## src/rtl/tictactoe_pkg.sv

```systemverilog
// Shared types and codes for the tic-tac-toe game controller.
package tictactoe_pkg;

    localparam logic [1:0] VACIO = 2'b00;
    localparam logic [1:0] J1    = 2'b01;
    localparam logic [1:0] J2    = 2'b10;

    localparam logic [1:0] RES_NADA   = 2'b00;
    localparam logic [1:0] RES_J1     = 2'b01;
    localparam logic [1:0] RES_J2     = 2'b10;
    localparam logic [1:0] RES_EMPATE = 2'b11;

    typedef logic [8:0][1:0] tablero_t;

    typedef enum logic [1:0] {
        IDLE  = 2'd0,
        TURNO = 2'd1,
        CHECK = 2'd2,
        FIN   = 2'd3
    } estado_t;

endpackage

```

## src/rtl/control_tablero_primera_libre.sv

```systemverilog
// Priority encoder: lowest-index empty cell of the board plus an any-empty flag.
module primera_libre
    import tictactoe_pkg::*;
(
    input  tablero_t     tablero_i,
    output logic [3:0]   idx_o,
    output logic         hay_vacia_o
);

    always_comb begin
        idx_o       = 4'd0;
        hay_vacia_o = 1'b0;
        // Scan downward so the lowest empty index is the last one written.
        for (int i = 8; i >= 0; i--) begin
            if (tablero_i[i] == VACIO) begin
                idx_o       = 4'(i);
                hay_vacia_o = 1'b1;
            end
        end
    end

endmodule

```

## src/rtl/control_tablero.sv

```systemverilog
// Tic-tac-toe game controller: owns the board, alternates turns, applies a
// per-turn time limit and declares win/draw using the external winner flag.
//
//   state | meaning
//   IDLE  | after reset, waiting for start; moves ignored
//   TURNO | waiting for a move from jugador; turn counter running
//   CHECK | one cycle to evaluate ganador / full board on the updated matriz
//   FIN   | game over; result held until the next start
module control_tablero
    import tictactoe_pkg::*;
#(
    parameter int TURN_CYCLES = 500_000_000,
    parameter int CNT_W       = $clog2(TURN_CYCLES)
) (
    input  logic             clk,
    input  logic             rst,
    input  logic             start,
    input  logic             mov_valid,
    input  logic [3:0]       mov_idx,
    input  logic             ganador,
    output logic [8:0][1:0]  matriz,
    output logic [1:0]       jugador,
    output logic             fin,
    output logic [1:0]       resultado,
    output logic             mov_error,
    output logic             timeout
);

    estado_t          estado_q, estado_d;
    tablero_t         matriz_q, matriz_d;
    logic [1:0]       jugador_q, jugador_d;
    logic [1:0]       resultado_q, resultado_d;
    logic [CNT_W-1:0] cnt_q, cnt_d;
    logic             mov_error_q, mov_error_d;
    logic             timeout_q, timeout_d;

    logic [3:0]       idx_libre;
    logic             hay_vacia;
    logic [1:0]       celda_sel;
    logic             idx_ok;
    logic             mov_legal;
    logic             expira;

    primera_libre u_primera_libre (
        .tablero_i   (matriz_q),
        .idx_o       (idx_libre),
        .hay_vacia_o (hay_vacia)
    );

    always_comb begin
        celda_sel = J1;
        for (int i = 0; i < 9; i++) begin
            if (mov_idx == 4'(i)) celda_sel = matriz_q[i];
        end
    end

    assign idx_ok    = (mov_idx <= 4'd8);
    assign mov_legal = mov_valid && idx_ok && (celda_sel == VACIO);
    assign expira    = (cnt_q == CNT_W'(TURN_CYCLES - 1));

    always_comb begin
        estado_d    = estado_q;
        matriz_d    = matriz_q;
        jugador_d   = jugador_q;
        resultado_d = resultado_q;
        cnt_d       = cnt_q;
        mov_error_d = 1'b0;
        timeout_d   = 1'b0;

        unique case (estado_q)
            IDLE, FIN: begin
                if (start) begin
                    estado_d    = TURNO;
                    matriz_d    = '0;
                    jugador_d   = J1;
                    resultado_d = RES_NADA;
                    cnt_d       = '0;
                end
            end
            TURNO: begin
                if (mov_legal) begin
                    for (int i = 0; i < 9; i++) begin
                        if (mov_idx == 4'(i)) matriz_d[i] = jugador_q;
                    end
                    cnt_d    = '0;
                    estado_d = CHECK;
                end else if (expira) begin
                    // Expiry outranks a rejected move so error and timeout never coincide.
                    for (int i = 0; i < 9; i++) begin
                        if (idx_libre == 4'(i)) matriz_d[i] = jugador_q;
                    end
                    timeout_d = 1'b1;
                    cnt_d     = '0;
                    estado_d  = CHECK;
                end else begin
                    cnt_d       = cnt_q + 1'b1;
                    mov_error_d = mov_valid;
                end
            end
            CHECK: begin
                if (ganador) begin
                    estado_d    = FIN;
                    resultado_d = jugador_q;
                end else if (!hay_vacia) begin
                    estado_d    = FIN;
                    resultado_d = RES_EMPATE;
                end else begin
                    estado_d  = TURNO;
                    jugador_d = (jugador_q == J1) ? J2 : J1;
                    cnt_d     = '0;
                end
            end
            default: estado_d = IDLE;
        endcase
    end

    always_ff @(posedge clk) begin
        if (rst) begin
            estado_q    <= IDLE;
            matriz_q    <= '0;
            jugador_q   <= J1;
            resultado_q <= RES_NADA;
            cnt_q       <= '0;
            mov_error_q <= 1'b0;
            timeout_q   <= 1'b0;
        end else begin
            estado_q    <= estado_d;
            matriz_q    <= matriz_d;
            jugador_q   <= jugador_d;
            resultado_q <= resultado_d;
            cnt_q       <= cnt_d;
            mov_error_q <= mov_error_d;
            timeout_q   <= timeout_d;
        end
    end

    assign matriz    = matriz_q;
    assign jugador   = jugador_q;
    assign fin       = (estado_q == FIN);
    assign resultado = resultado_q;
    assign mov_error = mov_error_q;
    assign timeout   = timeout_q;

endmodule

```

## config.mk

```make
export PLATFORM = sky130hd
export DESIGN_NAME = control_tablero
export DESIGN_NICKNAME = d
export VERILOG_FILES = /design/src/rtl/tictactoe_pkg.sv /design/src/rtl/control_tablero_primera_libre.sv /design/src/rtl/control_tablero.sv
export SDC_FILE = /design/constraint.sdc
export NUM_CORES = 1
export LEC_CHECK = 0
export BUFFER_PORTS_ARGS = -buffer_cell sky130_fd_sc_hd__clkbuf_2
export CORE_UTILIZATION = 40
export DETAILED_ROUTE_END_ITERATION = 16
export HOLD_SLACK_MARGIN = 0.08
export PLACE_DENSITY = 0.66
export SYNTH_ARGS = -nofsm -noshare
export SYNTH_HDL_FRONTEND = slang
export SYNTH_SLANG_ARGS = --single-unit
```

## constraint.sdc

```tcl
create_clock -name clk -period 3.33 [get_ports clk]
set_clock_uncertainty 0.05 [all_clocks]
set_input_delay 0.333 -clock clk [delete_from_list [all_inputs] [get_ports clk]]
set_output_delay 0.333 -clock clk [all_outputs]
set_load 0.005 [all_outputs]
```

==> flow_summary.json <==
{
  "synthArstFlopShare": 0,
  "grt_pass1_vias": 2347,
  "avgViaCountPerCell": 5.39,
  "max_freq_mhz": 366,
  "post_cts_buffers": 0,
  "drt_wl_total_um": 6800,
  "cp.arrival_ns": 2.92,
  "final_util": 0.455,
  "area_delta_synth_final_pct": 9.96,
  "drt-initial-drc-count": 143,
  "antenna_found_initial": 0,
  "synthTopCellsByArea": "dfxtp_1 (37%), nor2_1 (5.9%), a22o_1 (4.1%), nand2_1 (3.6%), a21oi_1 (3.5%)",
  "path_delay_family": "simple AND/OR/NAND/NOR gates",
  "syn-num-nets": 378,
  "grt_max_degree": 30,
  "finalSetupViolations": 0,
  "crit_path_end_kind": "flop",
  "syn_avg_cell_area_sq_um": 8.25,
  "crit_slowest_cell": "nor2_1",
  "max_cap_viol_count": 0,
  "yosys_warnings": 0,
  "hpwl_um": 5030,
  "grtUsageMet3": 0.0308,
  "drc": 0,
  "seq_area_frac_synth": 0.367,
  "grt.overflow.total": 0,
  "cts-root-buf": "clkbuf_8",
  "synth_area_sq_mm": 0.00300,
  "min_period_over_period": 0.820,
  "hold_viol_final": 0,
  "layout_common_cells": "dfxtp_1 (55), nor2_1 (47), clkbuf_2 (33)",
  "htree_levels": 2,
  "grt_pass1_wl_um": 11200,
  "clock_path_buffers": 2,
  "ant_nets": 0,
  "min_period_ns": 2.73,
  "core_sq_mm": 0.00725,
  "ys.flop_type": "dfxtp_1",
  "worstPathMaxFanout": 25,
  "path_clk_slew_ns": 0.10,
  "fp.dieW_um": 88.6,
  "met1_usage": 0.254,
  "nNetsFinal": 404,
  "io_buffers": 33,
  "grt_usage": 0.183,
  "synth_edf_count": 0,
  "cts-hold-fix-buffers": 0,
  "final_common_cell": "dfxtp_1",
  "routedWlPerCell_um": 13.9,
  "die_h_um": 88.6,
  "hold_path_class": "primary input to flop",
  "cts_tree": "done",
  "rsz0062_at_grt": "no",
  "leakage_nw": 1.18,
  "drt_pass1_iterations": 4,
  "vias": 2638,
  "powerDensity_mw_per_mm2": 414,
  "peakVddDrop_mv": 0.187,
  "whs_ns": 0.337,
  "num_rows": 31,
  "top_level_ports": 34,
  "slew_headroom": 0.514,
  "crit_chain": "nor2_1 > mux4_2 > nand3_1 > nand4_4 > nor2_1 > nand4b_1 > a21oi_1",
  "insertion_delay_ns": 0.31,
  "yosysTopAreaCell": "dfxtp_1",
  "path_class": "flop to flop",
  "n_fill_cell": 712,
  "synth-seq-cells": 55,
  "final.setup.tns_ns": 0,
  "synth_top_area_frac": 0.367,
  "crit_buf_inv": 0,
  "synth_cell_types": 59,
  "maxSlewViolCount": 0,
  "gp_congestion": 0.837,
  "start_util": 0.414,
  "synthCells": 364,
  "use_met2": 0.292,
  "cts_repair_resize_count": 0,
  "drive_gt1_frac": 0.146,
  "grt-busiest-layer": "met2",
  "antenna_cells": 0,
  "start_kind": "flop",
  "crit_top_cell": "nor2_1",
  "cts_buffers": 5,
  "fp.dieArea_sq_mm": 0.00786,
  "outcome": "finished clean",
  "clock_sink_count": 55,
  "required_ns": 3.52,
  "critPathMaxStageDelay_ns": 0.68,
  "worst_pin_slew_ns": 0.727
}
[flip-flops by register name, summed over array words and instances (netlist names)]
name	flops
cnt_q	29
estado_q	2
jugador	2
matriz	18
mov_error	1
resultado	2
timeout	1
[final timing paths]
kind | start | endpoint | slack (ns) | cells after the start
worst max register to register | matriz[1]$_SDFFE_PP0P_ | cnt_q[14]$_SDFFE_PP0P_ | 0.60 | 7
worst min register to register | cnt_q[23]$_SDFFE_PP0P_ | cnt_q[23]$_SDFFE_PP0P_ | 0.42 | 2
worst max-delay path | matriz[1]$_SDFFE_PP0P_ | cnt_q[14]$_SDFFE_PP0P_ | 0.60 | 7
worst min-delay path | mov_valid | mov_error$_SDFF_PP0_ | 0.34 | 2
[cell families (layout without fill, tap and decap cells)]
group,after synthesis,count (layout),share of synthesized area
xor+xnor,14,14,0.0408
compound gates,84,84,0.192
buf+inv,30,56,0.0508
fa+ha+maj,5,5,0.0208
simple gates,172,172,0.311
flops,55,55,0.367
mux,4,4,0.0175
[cell type report]
type	instances	area, sq um	area share
sequential	55	1100	0.333
clock buffer	6	82.6	0.0250
multi-input combinational	279	1750	0.530
inverter	12	45.0	0.0136
tap	99	124	0.0375
timing repair buffer	37	195	0.0591
clock inverter	1	5.00	0.00152
[where the power goes]
part | switching [mW] | total [mW] | internal, mW
clock | 0.210 | 0.374 | 0.164
combinational | 0.204 | 0.311 | 0.107
sequential | 0.0144 | 0.683 | 0.669
total | 0.428 | 1.37 | 0.939
[layer usage]
metal | share of wire | wire length (um)
met2 | 0.46 | 3160
met1 | 0.49 | 3360
met5 | 0 | 0
met3 | 0.036 | 245
met4 | 0.0053 | 36
[stage by stage]
step	power, mW	cell area, sq um	std cells	setup slack (ns)
finish	1.37	3300	489	0.601
global route	1.45	3300	489	0.386
CTS	1.38	3300	489	0.616
detailed placement	1.01	3210	482	0.556
global placement	1.00	3210	482	0.601
floorplan	0.945	3000	364	1.12
[worst reg2reg max path: cells and delay by family, from the launching register on]
family | cells | cell delay, ns
DFF | 1 | 0.42
AOI/OAI and AO/OA | 1 | 0.17
muxes | 1 | 0.51
and+or+nand+nor | 5 | 1.51
[cells in the mapped netlist, drive strengths merged (3+ instances only)]
master,n
or3,7
dfxtp,55
o21ai,15
nor2b,8
buf,12
a41oi,3
xor2,6
nand3,17
xnor2,8
a21o,3
and2,3
nand3b,8
nor2,47
nor3,16
nor4b,4
inv,12
mux2i,3
a21oi,22
ha,5
o22a,3
nor4,5
a22o,14
a22oi,4
nand2,29
o22ai,6
clkbuf,6
and3,7
nand4,7
nand4b,3
(Power assumes the default switching activity.)
